### src/rtl/clkgate_ctrl.sv
// Enable-side controller for one gated clock domain.
// Drops E after an idle interval and re-enables it on demand with a Req/Ack handshake.
module clkgate_ctrl #(
  parameter int IDLE_CYCLES = 16,
  parameter int WAKE_CYCLES = 2
) (
  input  logic clk,
  input  logic reset,
  input  logic Busy,
  input  logic Req,
  input  logic Disable,
  output logic E,
  output logic Ack,
  output logic Gated
);

  localparam int MAXC = (IDLE_CYCLES > WAKE_CYCLES) ? IDLE_CYCLES : WAKE_CYCLES;
  localparam int CW = $clog2(MAXC + 1);
  localparam logic [CW-1:0] IDLE_LAST = CW'(IDLE_CYCLES - 1);
  localparam logic [CW-1:0] WAKE_LAST = CW'(WAKE_CYCLES - 1);

  typedef enum logic [1:0] {
    ON,
    DRAIN,
    OFF,
    WAKE
  } state_t;

  state_t state;
  state_t state_nxt;
  logic [CW-1:0] cnt;
  logic [CW-1:0] cnt_nxt;
  logic e_nxt;
  logic ack_nxt;
  logic gated_nxt;
  logic active;

  assign active = Busy | Req | Disable;

  // Next state, counter, and the registered output values for that state.
  always_comb begin
    state_nxt = state;
    cnt_nxt   = cnt;
    unique case (state)
      ON: begin
        cnt_nxt = '0;
        if (!active) begin
          if (IDLE_CYCLES == 1) begin
            state_nxt = OFF;
          end else begin
            state_nxt = DRAIN;
            cnt_nxt   = CW'(1);
          end
        end
      end
      DRAIN: begin
        if (active) begin
          state_nxt = ON;
          cnt_nxt   = '0;
        end else if (cnt == IDLE_LAST) begin
          state_nxt = OFF;
          cnt_nxt   = '0;
        end else begin
          cnt_nxt = cnt + CW'(1);
        end
      end
      OFF: begin
        cnt_nxt = '0;
        if (active) begin
          state_nxt = WAKE;
        end
      end
      WAKE: begin
        if (cnt == WAKE_LAST) begin
          state_nxt = ON;
          cnt_nxt   = '0;
        end else begin
          cnt_nxt = cnt + CW'(1);
        end
      end
      default: begin
        state_nxt = ON;
        cnt_nxt   = '0;
      end
    endcase
    // Outputs decoded from the next state so they land in flops (glitch-free E).
    e_nxt     = (state_nxt != OFF);
    ack_nxt   = (state_nxt == ON) || (state_nxt == DRAIN);
    gated_nxt = (state_nxt == OFF);
  end

  // State, counter and output registers; reset leaves the clock running.
  always_ff @(posedge clk or posedge reset) begin
    if (reset) begin
      state <= ON;
      cnt   <= '0;
      E     <= 1'b1;
      Ack   <= 1'b1;
      Gated <= 1'b0;
    end else begin
      state <= state_nxt;
      cnt   <= cnt_nxt;
      E     <= e_nxt;
      Ack   <= ack_nxt;
      Gated <= gated_nxt;
    end
  end

endmodule
### config.mk
export PLATFORM = sky130hd
export DESIGN_NAME = clkgate_ctrl
export DESIGN_NICKNAME = d
export VERILOG_FILES = /design/src/rtl/clkgate_ctrl.sv
export SDC_FILE = /design/constraint.sdc
export NUM_CORES = 1
export LEC_CHECK = 0
export ABC_AREA = 1
export CORE_AREA = 4 4 41 43
export CTS_CLUSTER_DIAMETER = 100
export DETAILED_ROUTE_END_ITERATION = 10
export DIE_AREA = 0 0 45 47
export PLACE_DENSITY_LB_ADDON = 0.25
export SETUP_SLACK_MARGIN = 0.05
export SLEW_MARGIN = 10
export SYNTH_ARGS = -nofsm -noshare
export SYNTH_HDL_FRONTEND = slang
export SYNTH_SLANG_ARGS = --single-unit
### constraint.sdc
create_clock -name clk -period 4.1 [get_ports clk]
set_clock_uncertainty 0.2 [all_clocks]
set_input_delay 0.41 -clock clk [delete_from_list [all_inputs] [get_ports clk]]
set_output_delay 0.41 -clock clk [all_outputs]
set_load 0.1 [all_outputs]
==> run_results.csv, run 1 <==
group,metric,value,unit
synthesis,syn-cell-area,586,um2
timing,finalSetupViolCount,0,
synthesis,ys_seq_area_share,43.2,%
detailed_routing,drt_iter0_drc,15,
critical_path,cp-start-kind,"flop",
die,coreArea,0.00130,mm2
critical_path,crit_buf_inv,1,
placement,place_congestion,0.771,
synthesis,yosys_warnings,0,
critical_path,cp_slowest_cell,"clkdlybuf4s50_1",
global_route,grt_pass1_vias,465,
detailed_routing,vias,477,
detailed_routing,wl,1090,um
synthesis,async_flop_share,100,%
synthesis,synth_ff_type,"dfrtp_1",
run,drv_cap,0,
timing,worst_pin_slew,0.976,ns
critical_path,crit_path_end_kind,"output port",
layout,antennaDiodeCount,0,
synthesis,synth_top_family_by_area,"simple AND/OR/NAND/NOR gates",
die,dieArea,0.00212,mm2
global_route,grtUsageTotal,13.2,%
synthesis,synth.area.top_cells,"dfrtp_1, dfstp_2, nand2_1, ha_1, nor2_2",
clock_network,htreeDepth,1,
power,power_switching,0.0000442,W
placement,numPortBuffers,7,
power,clock_power_share,37.9,%
power,intPower,0.000144,W
hold_path,hold_path_class,"in -> async",
detailed_routing,viasPerCell,4.87,
critical_path,crit_type,"reg -> out",
synthesis,synth_top_area_share,34.2,%
die,num_rows,13,
global_route,top_usage_layer,"met2",
critical_path,regToRegStartpoint,"cnt[0]",
power,p_leak,0.368,nW
timing,fmax,397,MHz
layout,utilization,53.8,%
synthesis,synth_xor_xnor_area_share,0,%
synthesis,synth_most_common_cell,"nand2_1",
timing,finalSetupTns,0,ns
global_route,grt_antenna_before_repair,0,
clock_network,clk_latency,0.27,ns
clock_network,post_cts_buffers,0,
critical_path,worstPathArrival,1.91,ns
clock_network,numCtsBuffers,3,
layout,synthToLayoutAreaGrowth,19.7,%
synthesis,ys_seq_elements,10,
clock_network,cts_tree,"built",
power,irDropWorstVdd,144,uV
synthesis,yosysTopAreaCell,"dfrtp_1",
synthesis,synth_compound_area_share,2.56,%
die,die_w,45,um
die,start_util,45.0,%
power,cellPowerDensity,268,mW/mm2
die,ioPinCount,8,
synthesis,synth-adder-area-share,8.55,%
clock_network,cts_sinks,10,
detailed_routing,firstDrtPassIters,4,
synthesis,synth_edf_count,0,
critical_path,worstPathRequired,3.49,ns
power,p_sw_share,23.5,%
critical_path,crit_family,"buffers and inverters",
global_route,grt_util_met1,15.1,%
synthesis,synth.avg_cell_area,8.13,um2
layout,nets,93,
global_route,global_route.usage.met2,22.9,%
synthesis,ys_types,17,
critical_path,r2r_cells,8,
synthesis,synth_common_cells,"nand2_1, inv_1, dfrtp_1, nand3_1",
clock_network,cts_root_buffer,"clkbuf_4",
clock_network,ctsLongestPathBuffers,2,
timing,hold_violations,0,
die,fp.dieH,47,um
timing,period_share,61.4,%
clock_network,cts.hold.buffers_added,0,
synthesis,synthesis.nets,81,
critical_path,reg2reg_to,"Gated",
synthesis,yosys.area_share.simple,37.4,%
detailed_routing,drt-wirelength-per-cell,11.1,um
clock_network,clk_pin_slew,0.07,ns
placement,post-dp-hpwl,879,um
global_route,globalRouteOverflowTotal,0,
power,seq_power_share,53.7,%
detailed_routing,ant_nets,0,
detailed_routing,drc_errors,0,
global_route,met3_usage,4.21,%
critical_path,critPathMaxStageDelay,1.13,ns
timing,rsz0062_at_grt,"false",
critical_path,r2r_setup_slack,2.38,ns
timing,final-max-slew-violation-count,0,
clock_network,cts_resized,0,
synthesis,synth_mux_area_share,0,%
power,p_comb_share,8.5,%
timing,period_minus_slack,2.52,ns
global_route,grt_max_degree,11,
global_route,grt_pass1_wl,1990,um
layout,drive_above_1_share,24.1,%
critical_path,path_cells,"clkdlybuf4s50_1",
timing,relSlewSlack,34.7,%
synthesis,synthCells,72,
critical_path,crit_fanout,1,
outcome,status,"finished clean",
layout,fillers,139,
==> layout make-up <==
cell class	count	area, um2	share of cell area [%]
Sequential cell	10	253	36.1
Tap cell	15	18.8	2.68
Multi-Input combinational cell	49	284	40.5
Timing Repair Buffer	7	70.1	10.0
Inverter	13	48.8	6.96
Clock buffer	4	26.3	3.75
==> placed cells by master (no fill, tap or decap), types with 2 or more instances in the layout <==
cell	instances
clkbuf_4	3
nand2_1	14
nor2_1	6
nand4_1	3
nand3_1	7
dfstp_2	2
clkdlybuf4s50_1	7
a21oi_1	2
ha_1	4
inv_2	4
inv_1	9
nand2_4	2
nor2_2	6
dfrtp_1	8
==> per-stage QoR <==
| stage | hold WS [ns] | power (W) | setup slack, ns | cells | cell area [um2] |
|---|---|---|---|---|---|
| 5_1_grt | 0.242 | 0.000201 | 1.53 | 98 | 701 |
| 2_1_floorplan | 0.0487 | 0.000113 | 2.52 | 72 | 586 |
| 3_3_place_gp | 0.405 | 0.000119 | 1.87 | 94 | 674 |
| 3_5_place_dp | 0.418 | 0.000119 | 1.86 | 94 | 674 |
| 6_report | 0.212 | 0.000188 | 1.58 | 98 | 701 |
| 4_1_cts | 0.232 | 0.000190 | 1.57 | 98 | 701 |
==> registers in the layout (all words and copies together), names as in the netlist <==
| name | flops |
|---|---|
| cnt | 5 |
| state | 2 |
| Ack | 1 |
| E | 1 |
| Gated | 1 |
==> metal layers <==
layer | vias up | wire length, um
met5 | - | 0
met4 | 0 | 31
met3 | 5 | 36
met2 | 5 | 559
met1 | 218 | 464
li1 | 249 | -
==> power by group through the flow <==
stage | registers, W | logic [W] | clock network (W)
after floorplan | 0.000102 | 0.0000102 | 0
after global routing | 0.000101 | 0.0000181 | 0.0000822
after CTS | 0.000101 | 0.0000162 | 0.0000725
after global placement | 0.000103 | 0.0000160 | 0
final | 0.000101 | 0.0000159 | 0.0000712
after detailed placement | 0.000103 | 0.0000162 | 0
==> cell families (layout without fill, tap and decap cells) <==
logic type / count (synthesis) / after routing
flops: 10 / 10
fa+ha+maj: 4 / 4
simple gates: 42 / 42
compound gates: 3 / 3
buf+inv: 13 / 24
==> worst max-delay path by stage <==
stage	from	to	slack (ns)	cells past startpoint
global route	E	E	1.53	1
CTS	E	E	1.57	1
detailed placement	E	E	1.86	1
finish	E	E	1.58	1
floorplan	cnt[0]	Gated	2.52	8
global placement	E	E	1.87	1
Power figures use the tool's default switching activity.
==> run 2: changes to the inputs <==
CORE_AREA = default   (was 4 4 41 43)
CORE_MARGIN = 4   (was default)
CORE_UTILIZATION = 45   (was default)
DIE_AREA = default   (was 0 0 45 47)
clock period = 2.2 ns   (was 4.1 ns; I/O delays follow)
==> run 2 against run 1 <==
Net effect: final cell count shrank 1.0%; non-clock buffer count is the same; clock power grew 74%; sequential share of layout area grew 0.46 points; total power grew 82%; final area shrank 1.2%; routed wire length shrank 9.3%; sequential power grew 86%; critical path type is now reg -> reg; critical endpoint is now Gated; largest power group unchanged.
==> run_results.csv, run 2 (synthesis results as in run 1) <==
group,metric,value,unit
outcome,status,"finished clean",
clock_network,clk_pin_slew,0.07,ns
detailed_routing,drt-wirelength-per-cell,10.2,um
timing,worst_pin_slew,0.351,ns
critical_path,r2r_cells,8,
timing,period_share,77.6,%
critical_path,cp_slowest_cell,"dfrtp_1",
die,start_util,50.0,%
detailed_routing,ant_nets,0,
power,p_leak,0.369,nW
die,fp.dieH,44.1,um
clock_network,clk_latency,0.25,ns
placement,place_inst,93,
detailed_routing,wl_met2,504,um
power,irDropWorstVdd,401,uV
timing,finalSetupViolCount,0,
timing,period_minus_slack,1.71,ns
power,seq_power_share,55.0,%
die,dieArea,0.00194,mm2
critical_path,regToRegStartpoint,"cnt[0]",
global_route,grt_antenna_before_repair,0,
detailed_routing,drc_errors,0,
power,p_comb_share,8.7,%
layout,largest_reg_flops,5,
clock_network,cts_sinks,10,
critical_path,crit_buf_inv,0,
die,coreArea,0.00117,mm2
timing,rsz0062_at_grt,"false",
global_route,grt_pass1_vias,451,
critical_path,crit_family,"simple AND/OR/NAND/NOR gates",
detailed_routing,wl_met3,28,um
layout,nets,93,
global_route,grt_pass1_wl,1830,um
placement,numPortBuffers,7,
timing,hold_violations,0,
timing,finalSetupTns,0,ns
die,num_rows,12,
detailed_routing,vias,450,
critical_path,worstPathRequired,2.14,ns
detailed_routing,firstDrtPassIters,2,
detailed_routing,wl,989,um
detailed_routing,routed.top_layer,"met3",
critical_path,critPathMaxStageDelay,0.43,ns
power,intPower,0.000268,W
critical_path,path_cells,"ha_1 > nand2_1 > nor2_1 > ha_1 > nor2_2 > nand2_4 > nand3_2 > nor2_2",
run,drv_cap,0,
global_route,globalRouteOverflowTotal,0,
power,clock_power_share,36.3,%
clock_network,cts_tree,"built",
critical_path,reg2reg_to,"Gated",
critical_path,crit_type,"reg -> reg",
clock_network,cts_resized,0,
critical_path,crit_fanout,5,
timing,final-max-slew-violation-count,0,
power,p_sw_share,21.5,%
global_route,grtUsageTotal,12.2,%
global_route,grt_max_degree,11,
detailed_routing,drt_iter0_drc,4,
timing,fmax,586,MHz
critical_path,crit_path_end_kind,"flop",
layout,final_common_cell,"nand2_1",
placement,post-dp-hpwl,853,um
detailed_routing,viasPerCell,4.64,
layout,layout.cells.non_filler,97,
layout,drive_above_1_share,27.7,%
critical_path,r2r_setup_slack,0.49,ns
layout,final_cell_mix,"nand2_1, inv_1, dfrtp_1",
clock_network,cts_root_buffer,"clkbuf_4",
layout,utilization,59.1,%
power,power_switching,0.0000735,W
critical_path,worstPathArrival,1.64,ns
die,die_w,44.1,um
clock_network,post_cts_buffers,0,
hold_path,hold_path_class,"in -> async",
clock_network,cts.hold.buffers_added,0,
clock_network,numCtsBuffers,3,
power,cellPowerDensity,493,mW/mm2
layout,synthToLayoutAreaGrowth,18.2,%
detailed_routing,wl_met1,456,um
timing,relSlewSlack,76.6,%
critical_path,cp-start-kind,"flop",
clock_network,ctsLongestPathBuffers,2,
placement,place_congestion,0.861,
layout,reg_top3,"cnt: 5 flops, state: 2 flops",
layout,antennaDiodeCount,0,
die,ioPinCount,8,
layout,largest_register,"cnt",
clock_network,htreeDepth,1,
[run 2: worst max path at each step]
| stage | from | to | slack [ns] | cells past startpoint |
|---|---|---|---|---|
| 5_1_grt | cnt[0] | cnt[3] | 0.37 | 9 |
| 4_1_cts | cnt[0] | Gated | 0.48 | 8 |
| 3_5_place_dp | cnt[0] | Gated | 0.50 | 8 |
| 2_1_floorplan | cnt[0] | Gated | 0.62 | 8 |
| 3_3_place_gp | cnt[0] | Gated | 0.54 | 8 |
| 6_report | cnt[0] | Gated | 0.49 | 8 |
[run 2: area by class of cell]
type,count,area [um2]
sequential,10,253
fill,106,479
timing repair buffer,7,62.6
inverter,13,48.8
clock buffer,4,26.3
tap,14,17.5
multi-input combinational,49,284
[run 2: power by group through the flow]
stage          combinational, W  sequential [W]  clock, W
6_report              0.0000297        0.000188  0.000124
5_1_grt               0.0000339        0.000188  0.000140
4_1_cts               0.0000305        0.000188  0.000127
3_5_place_dp          0.0000304        0.000191         0
3_3_place_gp          0.0000298        0.000191         0
2_1_floorplan         0.0000190        0.000191         0
[run 2: metal layers]
layer  vias up  GRT usage (%)
met4         0          0.602
met1       200           17.1
met3         0           3.25
met2         4           19.8
li1        246              -
met5         -              0
[run 2: per-stage QoR]
step	hold slack (ns)	setup slack, ns	area [um2]	total power [W]
3_5_place_dp	0.310	0.500	666	0.000222
4_1_cts	0.0380	0.478	692	0.000346
5_1_grt	0.0822	0.368	692	0.000362
6_report	0.0244	0.493	692	0.000341
2_1_floorplan	-0.141	0.623	586	0.000210
3_3_place_gp	0.311	0.543	666	0.000221
==> run 3: changes to the inputs <==
CORE_AREA = 4 4 41 43   (was default)
CORE_MARGIN = default   (was 4)
CORE_UTILIZATION = default   (was 45)
DIE_AREA = 0 0 45 47   (was default)
clock period = 1.7 ns   (was 2.2 ns; I/O delays follow)
==> run 3 against run 2 <==
Net effect: via count grew 15%; final area grew 22%; setup slack lost 0.38 ns; final cell count grew 5.2%; total power grew 49%; sequential share of layout area shrank 6.5 points; sequential power grew 29%; count of clock-buffer cells in the layout is the same.
==> run_results.csv, run 3 (synthesis results as in run 1) <==
group,metric,value,unit
critical_path,endpoint,"cnt[3]",
timing,hold_slack,0.436,ns
die,coreArea,0.00130,mm2
critical_path,reg2reg_to,"cnt[3]",
die,start_util,45.0,%
timing,relSlewSlack,73.0,%
power,irDropWorstVdd,428,uV
timing,period_share,93.6,%
timing,hold_violations,0,
die,die_w,45,um
global_route,grt_pass1_wl,2080,um
timing,rsz0062_at_grt,"true",
critical_path,crit_family,"simple AND/OR/NAND/NOR gates",
clock_network,ctsLongestPathBuffers,2,
layout,nets,97,
layout,multiInputGateArea,347,um2
critical_path,path_common_cell,"nand2_1",
critical_path,crit_path_end_kind,"flop",
power,p_leak,0.414,nW
global_route,globalRouteOverflowTotal,0,
power,power_switching,0.000117,W
detailed_routing,drt-wirelength-per-cell,12.2,um
layout,reg_top3,"cnt: 5 flops, state: 2 flops",
clock_network,cts_sinks,10,
critical_path,cp-start-kind,"flop",
critical_path,setup.worst_path.start,"cnt[1]",
critical_path,cp_slowest_cell,"dfrtp_1",
run,drv_cap,0,
layout,final_cell_mix,"nand2_1, dfrtp_1, inv_1",
power,seq_power_share,47.6,%
placement,post-dp-hpwl,908,um
critical_path,r2r_setup_slack,0.11,ns
critical_path,path_depth,9,
detailed_routing,viasPerCell,5.08,
timing,finalSetupViolCount,0,
die,dieArea,0.00212,mm2
clock_network,numCtsBuffers,3,
placement,post-place-ws,0.0658,ns
timing,final.setup.worst_slack,0.109,ns
detailed_routing,vias,518,
layout,largest_reg_flops,5,
die,num_rows,13,
outcome,status,"finished clean",
layout,antennaDiodeCount,0,
critical_path,crit_type,"reg -> reg",
placement,numPortBuffers,7,
detailed_routing,firstDrtPassIters,4,
detailed_routing,ant_nets,0,
critical_path,worstPathRequired,1.66,ns
timing,final-max-slew-violation-count,0,
power,total_power,0.000509,W
layout,fillers,112,
clock_network,cts_tree,"built",
layout,largest_register,"cnt",
layout,regArea,253,um2
critical_path,crit_fanout,5,
clock_network,htreeDepth,1,
power,p_comb_share,9.7,%
layout,drive_above_1_share,41.4,%
layout,utilization,64.7,%
critical_path,r2r_cells,9,
global_route,grt_antenna_before_repair,0,
critical_path,path_cells,"ha_2 > nand2_2 > nor2_2 > ha_4 > nor2_4 > nand2_4 > nand2_1 > nand2_1 > inv_1",
timing,period_minus_slack,1.59,ns
die,fp.dieH,47,um
critical_path,critPathMaxStageDelay,0.37,ns
clock_network,cts_root_buffer,"clkbuf_4",
timing,worst_pin_slew,0.405,ns
die,ioPinCount,8,
clock_network,clk_pin_slew,0.07,ns
hold_path,hold_path_class,"reg -> reg",
detailed_routing,wl,1250,um
power,cellPowerDensity,605,mW/mm2
clock_network,clk_latency,0.27,ns
layout,synthToLayoutAreaGrowth,43.8,%
critical_path,worstPathArrival,1.55,ns
placement,place_congestion,0.850,
critical_path,crit_buf_inv,1,
power,p_sw_share,22.9,%
global_route,grtUsageTotal,13.5,%
layout,final_common_cell,"nand2_1",
power,intPower,0.000392,W
global_route,grt_max_degree,11,
detailed_routing,drc_errors,0,
global_route,grt_pass1_vias,499,
detailed_routing,drt_iter0_drc,6,
timing,fmax,628,MHz
power,clock_power_share,42.7,%
critical_path,regToRegStartpoint,"cnt[1]",
-- run 3: how the worst min path moves through the flow --
| stage | start | end | slack, ns | cells after the start |
|---|---|---|---|---|
| floorplan | reset | Gated | -0.19 | 1 |
| global placement | reset | cnt[3] | 0.28 | 2 |
| detailed placement | reset | cnt[2] | 0.28 | 2 |
| CTS | state[1] | state[0] | 0.43 | 2 |
| global route | Req | cnt[0] | 0.47 | 4 |
| finish | state[1] | state[0] | 0.44 | 2 |
-- run 3: metrics by stage --
step,area [um2],std cells,setup TNS [ns]
final,842,102,0
after global routing,842,102,-0.0169
after CTS,758,100,0
after detailed placement,712,95,0
after global placement,712,95,0
after floorplan,586,72,0
-- run 3: cell type report --
class                      count  area share (%)
multi-input combinational     49            41.2
sequential                    10            30.0
timing repair buffer          11            16.2
inverter                      13            6.09
clock buffer                   4            4.31
tap                           15            2.23
-- run 3: metal layers --
| layer | track usage (%) | routed length [um] |
|---|---|---|
| met2 | 24.0 | 670 |
| met3 | 2.30 | 21 |
| met4 | 5.26 | 18 |
| met1 | 16.4 | 535 |
| met5 | 0 | 0 |
-- run 3: timing repair --
item | CTS | global route
setup buffers | 0 | 2
endpoints found under the setup margin | 1 | 9
pin swaps | 1 | 8
hold buffers | 1 | 0
gates resized for setup | 0 | 17
endpoints found under the hold margin | 4 | 0
-- run 3: power by group through the flow --
stage               clock [W]  combinational [W]  sequential [W]
global placement            0          0.0000420        0.000246
finish               0.000217          0.0000496        0.000242
floorplan                   0          0.0000246        0.000247
detailed placement          0          0.0000426        0.000247
global route         0.000233          0.0000553        0.000242
CTS                  0.000222          0.0000447        0.000242
-- run 3: tightest hold or removal path: stages, from the launching register on --
cell,delay [ns]
dfrtp_1,0.44
nand3_1,0.10
nand4_1,0.07
